<file path="src/rtl/c16_pkg.sv">
// Shared encodings and sizing helper for the c16 multiply/divide unit.
package c16_pkg;

  typedef enum logic [1:0] {
    OP_MULU = 2'b00,
    OP_MULS = 2'b01,
    OP_DIVU = 2'b10,
    OP_DIVS = 2'b11
  } op_e;

  typedef enum logic [1:0] {
    S_IDLE = 2'b00,
    S_RUN  = 2'b01,
    S_FIX  = 2'b10
  } state_e;

  // Bits needed to hold WIDTH-1 in the iteration counter.
  function automatic int unsigned cnt_width(input int unsigned w);
    return (w > 1) ? $clog2(w) : 1;
  endfunction

endpackage

</file>
<file path="src/rtl/c16_muldiv_step.sv">
// One iteration of shift-add multiply or restoring shift-subtract divide on a single adder.
module c16_muldiv_step #(
  parameter int unsigned WIDTH = 16
) (
  input  logic             div_i,
  input  logic [WIDTH-1:0] acc_i,
  input  logic [WIDTH-1:0] operand_i,
  input  logic [WIDTH-1:0] shreg_i,
  output logic [WIDTH-1:0] acc_o,
  output logic [WIDTH-1:0] shreg_o
);

  logic [WIDTH+1:0] add_x;
  logic [WIDTH+1:0] add_y;
  logic [WIDTH+1:0] sum;
  logic [WIDTH-1:0] addend;
  logic             borrow;

  always_comb begin
    addend = shreg_i[0] ? operand_i : '0;
    if (div_i) begin
      // Divide subtracts via x + ~y + 1; the top bit of the sum flags a borrow.
      add_x = {1'b0, acc_i, shreg_i[WIDTH-1]};
      add_y = ~{2'b00, operand_i};
    end else begin
      add_x = {2'b00, acc_i};
      add_y = {2'b00, addend};
    end
    sum    = add_x + add_y + {{(WIDTH + 1){1'b0}}, div_i};
    borrow = sum[WIDTH+1];
    if (div_i) begin
      acc_o   = borrow ? add_x[WIDTH-1:0] : sum[WIDTH-1:0];
      shreg_o = {shreg_i[WIDTH-2:0], ~borrow};
    end else begin
      acc_o   = sum[WIDTH:1];
      shreg_o = {sum[0], shreg_i[WIDTH-1:1]};
    end
  end

endmodule

</file>
<file path="src/rtl/c16_muldiv.sv">
// Iterative signed/unsigned multiply-divide unit: start pulse in, WIDTH steps, done pulse out.
module c16_muldiv
  import c16_pkg::*;
#(
  parameter int unsigned WIDTH      = 16,
  parameter bit          ENABLE_DIV = 1'b1
) (
  input  logic             clk_i,
  input  logic             rst_ni,
  input  logic             start_i,
  input  logic [1:0]       op_i,
  input  logic [WIDTH-1:0] a_i,
  input  logic [WIDTH-1:0] b_i,
  output logic             busy_o,
  output logic             done_o,
  output logic [WIDTH-1:0] result_lo_o,
  output logic [WIDTH-1:0] result_hi_o,
  output logic             div_by_zero_o
);

  localparam int unsigned CntW = cnt_width(WIDTH);

  state_e            state_q, state_d;
  op_e               op_q, op_d;
  logic [WIDTH-1:0]  acc_q, acc_d;
  logic [WIDTH-1:0]  shreg_q, shreg_d;
  logic [WIDTH-1:0]  operand_q, operand_d;
  logic              neg_lo_q, neg_lo_d;
  logic              neg_hi_q, neg_hi_d;
  logic              skip_q, skip_d;
  logic [CntW-1:0]   cnt_q, cnt_d;
  logic              done_q, done_d;
  logic              dbz_q, dbz_d;
  logic [WIDTH-1:0]  res_lo_q, res_lo_d;
  logic [WIDTH-1:0]  res_hi_q, res_hi_d;

  logic [WIDTH-1:0]   step_acc, step_shreg;
  logic               in_div, in_signed, in_skip;
  logic [WIDTH-1:0]   mag_a, mag_b;
  logic [2*WIDTH-1:0] prod_raw, prod;

  assign in_div    = op_i[1];
  assign in_signed = op_i[0];
  // Divide-by-zero and the divider-less build both bypass the iteration phase.
  assign in_skip   = in_div && (!ENABLE_DIV || (b_i == '0));
  assign mag_a     = (in_signed && a_i[WIDTH-1]) ? ('0 - a_i) : a_i;
  assign mag_b     = (in_signed && b_i[WIDTH-1]) ? ('0 - b_i) : b_i;
  assign prod_raw  = {acc_q, shreg_q};
  assign prod      = neg_lo_q ? ('0 - prod_raw) : prod_raw;

  c16_muldiv_step #(
    .WIDTH(WIDTH)
  ) u_step (
    .div_i    (op_q[1] && ENABLE_DIV),
    .acc_i    (acc_q),
    .operand_i(operand_q),
    .shreg_i  (shreg_q),
    .acc_o    (step_acc),
    .shreg_o  (step_shreg)
  );

  always_ff @(posedge clk_i or negedge rst_ni) begin
    if (!rst_ni) begin
      state_q <= S_IDLE;
    end else begin
      state_q <= state_d;
    end
  end

  always_comb begin
    state_d = state_q;
    unique case (state_q)
      S_IDLE:  if (start_i) state_d = in_skip ? S_FIX : S_RUN;
      S_RUN:   if (cnt_q == '0) state_d = S_FIX;
      S_FIX:   state_d = S_IDLE;
      default: state_d = S_IDLE;
    endcase
  end

  always_comb begin
    op_d      = op_q;
    acc_d     = acc_q;
    shreg_d   = shreg_q;
    operand_d = operand_q;
    neg_lo_d  = neg_lo_q;
    neg_hi_d  = neg_hi_q;
    skip_d    = skip_q;
    cnt_d     = cnt_q;
    done_d    = 1'b0;
    dbz_d     = dbz_q;
    res_lo_d  = res_lo_q;
    res_hi_d  = res_hi_q;
    unique case (state_q)
      S_IDLE: begin
        if (start_i) begin
          op_d      = op_e'(op_i);
          acc_d     = in_skip ? a_i : '0;
          shreg_d   = mag_a;
          operand_d = mag_b;
          neg_lo_d  = in_signed && (a_i[WIDTH-1] ^ b_i[WIDTH-1]);
          neg_hi_d  = in_signed && a_i[WIDTH-1];
          skip_d    = in_skip;
          cnt_d     = CntW'(WIDTH - 1);
        end
      end
      S_RUN: begin
        acc_d   = step_acc;
        shreg_d = step_shreg;
        if (cnt_q != '0) cnt_d = cnt_q - CntW'(1);
      end
      S_FIX: begin
        done_d = 1'b1;
        if (op_q[1]) begin
          if (skip_q) begin
            res_lo_d = ENABLE_DIV ? '1 : '0;
            res_hi_d = ENABLE_DIV ? acc_q : '0;
            dbz_d    = ENABLE_DIV;
          end else begin
            res_lo_d = neg_lo_q ? ('0 - shreg_q) : shreg_q;
            res_hi_d = neg_hi_q ? ('0 - acc_q) : acc_q;
            dbz_d    = 1'b0;
          end
        end else begin
          res_lo_d = prod[WIDTH-1:0];
          res_hi_d = prod[2*WIDTH-1:WIDTH];
          dbz_d    = 1'b0;
        end
      end
      default: ;
    endcase
  end

  always_ff @(posedge clk_i or negedge rst_ni) begin
    if (!rst_ni) begin
      op_q      <= OP_MULU;
      acc_q     <= '0;
      shreg_q   <= '0;
      operand_q <= '0;
      neg_lo_q  <= 1'b0;
      neg_hi_q  <= 1'b0;
      skip_q    <= 1'b0;
      cnt_q     <= '0;
      done_q    <= 1'b0;
      dbz_q     <= 1'b0;
      res_lo_q  <= '0;
      res_hi_q  <= '0;
    end else begin
      op_q      <= op_d;
      acc_q     <= acc_d;
      shreg_q   <= shreg_d;
      operand_q <= operand_d;
      neg_lo_q  <= neg_lo_d;
      neg_hi_q  <= neg_hi_d;
      skip_q    <= skip_d;
      cnt_q     <= cnt_d;
      done_q    <= done_d;
      dbz_q     <= dbz_d;
      res_lo_q  <= res_lo_d;
      res_hi_q  <= res_hi_d;
    end
  end

  always_comb begin
    busy_o        = (state_q != S_IDLE);
    done_o        = done_q;
    result_lo_o   = res_lo_q;
    result_hi_o   = res_hi_q;
    div_by_zero_o = dbz_q;
  end

endmodule

</file>
<file path="config.mk">
export PLATFORM = sky130hd
export DESIGN_NAME = c16_muldiv
export DESIGN_NICKNAME = d
export VERILOG_FILES = /design/src/rtl/c16_pkg.sv /design/src/rtl/c16_muldiv_step.sv /design/src/rtl/c16_muldiv.sv
export SDC_FILE = /design/constraint.sdc
export NUM_CORES = 1
export LEC_CHECK = 0
export ABC_AREA = 1
export ABC_CLOCK_PERIOD_IN_PS = 2600
export CAP_MARGIN = 20
export CORE_ASPECT_RATIO = 1.5
export CORE_MARGIN = 10
export CORE_UTILIZATION = 29
export DETAILED_ROUTE_END_ITERATION = 8
export SYNTH_ARGS = -nofsm -noshare
export SYNTH_HDL_FRONTEND = slang
export SYNTH_SLANG_ARGS = --single-unit
</file>
<file path="constraint.sdc">
create_clock -name clk_i -period 2.6 [get_ports clk_i]
set_clock_uncertainty 0.05 [all_clocks]
set_input_delay 0.52 -clock clk_i [delete_from_list [all_inputs] [get_ports clk_i]]
set_output_delay 0.52 -clock clk_i [all_outputs]
set_load 0.01 [all_outputs]
</file>
* Yosys cells after proc, flatten, opt, wreduce, memory -nomap -nowiden *
Cells that the tools add are included.

storage, ports and cells
  register bits after elaboration = 93
  bits in latches = 0
  RAM bits = 0
  ROM bits = 0
  bits of input ports = 37
  output and inout bits = 35
  logic and storage cells = 73
  memories kept = 0

operators by class
  $add $sub $neg = 8
  multiply operators = 0
  div/mod/pow operators = 0
  magnitude comparators = 0
  equal/unequal tests = 5
  shift-type cells = 0
  mux-type cells = 30
  bitwise gates (word level) = 3
  reductions and logical operators = 14

operator list
  operator               count
  $mux 16                15
  $pmux 16 s2            2
  $sub 1x16->16 const A  4
  $mux 32                1
  $sub 1x32->32 const A  1
  $add 17x18->18         1
  $add 18x1->18          1
  $mux 18                1
  $not 16->18            1
  $mux 17                1
  $logic_not 16->1       1
  $mux 4                 2
  $pmux 4 s2             1
  $mux 2                 3
  $ne 2x2->1 const B     3
  $reduce_and 2->1       3
  $logic_and 1x1->1      4
  $logic_not 4->1        1
  $pmux 2 s2             1
  $reduce_bool 2->1      2
  $reduce_bool 4->1      1
  $sub 4x1->4 const B    1
  $mux 1                 3
  $reduce_and 3->1       1
  5 further kinds        5

* Longest topological paths before layout *
  depth in word-level cells = 7
  depth in mapped cells = 22
  depth with buffers taken out = 20

* Modules after synthesis *
A second synthesis with hierarchy kept.

second synthesis, totals
  cells, all modules = 1215
  area, all modules = 7862.5 um^2

modules (own cells, without submodules)
  module           instances  cells each  area each (um^2)
  c16_muldiv       1          783         5642.9
  c16_muldiv_step  1          432         2219.6

* Worst setup path after synthesis *
OpenSTA, ideal clock, no wires.

  path kind = flip-flop to flip-flop
  start = register op_q[1]
  end = register acc_q[7]
  data arrival time = 2.747 ns
  data required time = 2.433 ns
  slack = -0.314 ns
  stages on the path, launching flop included = 18
  buffers on the path = 3
  period minus slack after synthesis = 2.914 ns
  path through = dfrtp_1 -> buf_6 -> clkbuf_1 -> clkbuf_1 -> o21ai_0 -> fa_1 -> fa_1 -> inv_1 -> nand3_1 -> nand3_1 -> a21oi_1 -> or2_2 -> nand3_1 -> nand2_1 -> inv_1 -> nand2_1 -> nand2_1 -> nand2_1

between the ends
  longest elaborated chain between the ends = 6
  elaborated cells on any way between the ends = 7
  those cells by class = 2 x add/sub; 5 x mux

RTL lines
  what                                RTL line               RTL
  start: declaration                  c16_muldiv.sv:24       op_e op_q, op_d;
  start signal: assignment            c16_muldiv.sv:148      op_q <= op_d;
  $mux 17 or $mux 18 (tied branches)  c16_muldiv_step.sv:21  if (div_i) begin
  $add 17x18->18                      c16_muldiv_step.sv:29  sum = add_x + add_y + {{(WIDTH + 1){1'b0}}, div_i};
  $add 18x1->18                       c16_muldiv_step.sv:29
  $mux 16                             c16_muldiv_step.sv:32  acc_o = borrow ? add_x[WIDTH-1:0] : sum[WIDTH-1:0];
  $mux 16 *                           c16_muldiv_step.sv:31  if (div_i) begin
  $pmux 16 s2 *                       c16_muldiv.sv:93       unique case (state_q)
  end signal: assignment              c16_muldiv.sv:136      acc_q <= '0;
  end signal: assignment              c16_muldiv.sv:149      acc_q <= acc_d;
  end: declaration                    c16_muldiv.sv:25       logic [WIDTH-1:0] acc_q, acc_d;

Every way passes the cells marked *; elsewhere a longest branch is shown, timed or not.
A chain may end at the register's enable or synchronous reset.

* Worst setup path after layout *
  start = register op_q[1]
  end = register acc_q[8]

Same word-level chain as after synthesis.

==> flow_summary.ini <==
[drt]
vias = 8047
wl_um = 25580
drtIter0Drc = 497
ant_nets = 0
drc = 0
post_drt_wl_per_cell_um = 15.47
viasPerCell = 4.868
first_pass_iters = 5

[synthesis]
ys_ff_latch = 92
syn_nets = 1199
syn_inst = 1140
synth_warnings = 0
synth_edf_count = 0
seq_area_frac_synth = 0.3107
syn-mean-instance-area_um2 = 6.501
synth_cell_types = 47
async_reset_ff_frac = 1.000
ys.flop_type = dfrtp_1
synth_area_mm2 = 0.007411

[global_routing]
overflow = 0
grt_pass1_vias = 7792
grt_usage = 0.1509
grt_pass1_wl_um = 39700
grt_start_max_net_pins = 56
antenna_found_initial = 0

[outcome]
status = complete, but fails checks
violations = setup timing

[worst_setup_path]
cp_slowest_stage_delay_ns = 0.54
arrival_ns = 2.90
critPathLaunchType = register
cp_slowest_cell = dfrtp_2
cp_max_fo = 7
crit_type = register to register
crit_path_end_kind = register
worst-endpoint-required_ns = 2.78
crit_chain = inv_4 -> nand2_4 -> nand2_2 -> o21ai_2 -> fa_2 -> fa_2 -> inv_2 -> nand3_2 -> nand3_2 -> a21oi_2 -> or2_4 -> nand2_2 -> nand2_1 -> nand2_1 -> nand2_1 -> nand2_1 -> nand2_1
crit_top_cell = nand2_1

[place]
portBuffers = 71
dp_hpwl_um = 19380
gp_congestion = 0.9099

[floorplanning]
pin_count = 72
die_w_um = 150.5
initial_core_util = 0.2948
die_y_um = 215.8
die_area_mm2 = 0.03248
rows = 71
coreArea_mm2 = 0.02514

[cts]
clkLatencyLatePin_ns = 0.36
cts_tree = built
cts_buffers = 9
cts_root_buffer = clkbuf_16
clkSinkCount = 92
clk_pin_slew_ns = 0.07
htreeDepth = 3
cts_buffer_depth = 2

[flow_run]
drv_cap = 0

[final_layout]
insertedDiodeCount = 0
n_fill_cell = 2538
drive_above_1_share = 0.2543
areaGrowthSynthToFinish_pct = 45.37
multi_input_area_mm2 = 0.005169
ff_latch_area_mm2 = 0.002303
final_cell_mix = nand2_1, inv_1, buf_4, dfrtp_1, o21ai_0
final_nets = 1379
layout_commonest_cell = nand2_1
fin_util = 0.4285

[timing]
fin_crit_ns = 2.719
fin_ws_ns = -0.1191
max_slew_margin = 0.5478
hold_viol_final = 0
fmax_ghz = 0.3678
period_share = 1.046
tns_ns = -0.8485
tightest_slew_ns = 0.6712
rsz0062_at_grt = true
final-setup-viol-count = 17
fin_worst_hold_slack_ns = 0.1036
slew_violations = 0

[hold_path]
hp-class = input port to async pin
[kinds of logic (layout without fill, tap and decap cells)]
group                      after synthesis  after routing  share of synthesized area
and+or+nand+nor                        579            580                     0.3427
xor gates and xnor gates                38             38                    0.04491
AOI/OAI and AO/OA                      221            221                     0.1617
adders and majority gates               22             22                    0.03917
buffers and inverters                  188            372                     0.1008
DFF                                     92             92                     0.3107
[critical path: cells and delay by family (launching register included)]
kind / cells / cell delay [ns]
DFF: 1 / 0.54
adders and majority gates: 2 / 0.78
and+or+nand+nor: 11 / 0.91
AOI/OAI and AO/OA: 2 / 0.13
buffers and inverters: 2 / 0.19
[stage by stage]
stage	instances	area [µm²]	worst slack, ns
4_1_cts	1640	9950	-0.01856
6_report	1653	10770	-0.1191
3_5_place_dp	1615	9275	-0.1445
3_3_place_gp	1615	9275	-0.1121
5_1_grt	1653	10770	-0.2272
2_1_floorplan	1140	7456	-0.01015
[final cells by class]
type,instances,area share
flip-flops and latches,92,0.2138
multi-input cells,861,0.4798
inverters,147,0.05285
clock buffers,10,0.02125
repair buffers,209,0.1815
clock inverters,6,0.01266
well taps,328,0.03810
[synth_stat cells (2+ instances only)]
cell type / number / area, µm²
a21oi_1: 72 / 360.4
a22oi_1: 4 / 30.03
a31oi_1: 7 / 43.79
buf_2: 12 / 60.06
buf_6: 2 / 22.52
clkbuf_1: 25 / 93.84
dfrtp_1: 92 / 2302
fa_1: 2 / 40.04
ha_1: 20 / 250.2
inv_1: 143 / 536.8
inv_2: 4 / 15.01
nand2_1: 346 / 1299
nand2_2: 3 / 18.77
nand3_1: 78 / 390.4
nand3_2: 3 / 30.03
nand3b_1: 3 / 22.52
nand4_1: 15 / 93.84
nor2_1: 88 / 330.3
nor2_2: 5 / 31.28
nor2_4: 3 / 33.78
nor3_1: 11 / 55.05
nor3_2: 7 / 70.07
nor4_2: 3 / 37.54
o211ai_1: 3 / 22.52
o21ai_0: 100 / 500.5
o21ai_1: 10 / 50.05
o21bai_1: 2 / 15.01
o22ai_1: 5 / 31.28
o31ai_1: 12 / 90.09
or2_1: 4 / 25.02
or2_2: 4 / 25.02
xnor2_1: 9 / 78.83
xor2_1: 29 / 254.0
[worst paths after layout]
path                                 from             end  slack [ns]  cells after the start
min in group clk_i         result_hi_o[5]  result_hi_o[5]        0.43                      2
max in group asynchronous          rst_ni         op_q[1]        1.94                      2
setup / recovery                  op_q[1]        acc_q[8]       -0.12                     17
setup reg to reg                  op_q[1]        acc_q[8]       -0.12                     17
hold / removal                     rst_ni        acc_q[3]        0.10                      2
hold reg to reg            result_hi_o[5]  result_hi_o[5]        0.43                      2
[state kept, by name, summed over array words and instances (netlist names)]
name / count
done_o: 1
shreg_q: 16
op_q: 1
neg_hi_q: 1
result_hi_o: 16
div_by_zero_o: 1
state_q: 2
cnt_q: 4
acc_q: 16
skip_q: 1
operand_q: 16
result_lo_o: 16
neg_lo_q: 1
[per-layer routing]
layer | global-route usage | routed length [µm] | part of all wire | vias up
met1 | 0.1659 | 9789 | 0.38 | 3741
met2 | 0.2748 | 13680 | 0.53 | 187
li1 | - | - | - | 4062
met4 | 0.07765 | 1205 | 0.047 | 0
met5 | 0 | 0 | 0 | -
met3 | 0.01696 | 899 | 0.035 | 57
[timing repair]
| action | in CTS | in global routing |
|---|---|---|
| setup endpoints to repair | 16 | 17 |
| buffers inserted | 8 | 12 |
| gates resized for setup | 39 | 179 |
| hold buffers | 0 | 0 |
| pin swaps | 6 | 58 |
| gates cloned | 2 | 4 |
Power is left out: the tool's default activity adds up to more than one toggle a clock period on the data nets, which glitch-free logic cannot reach.
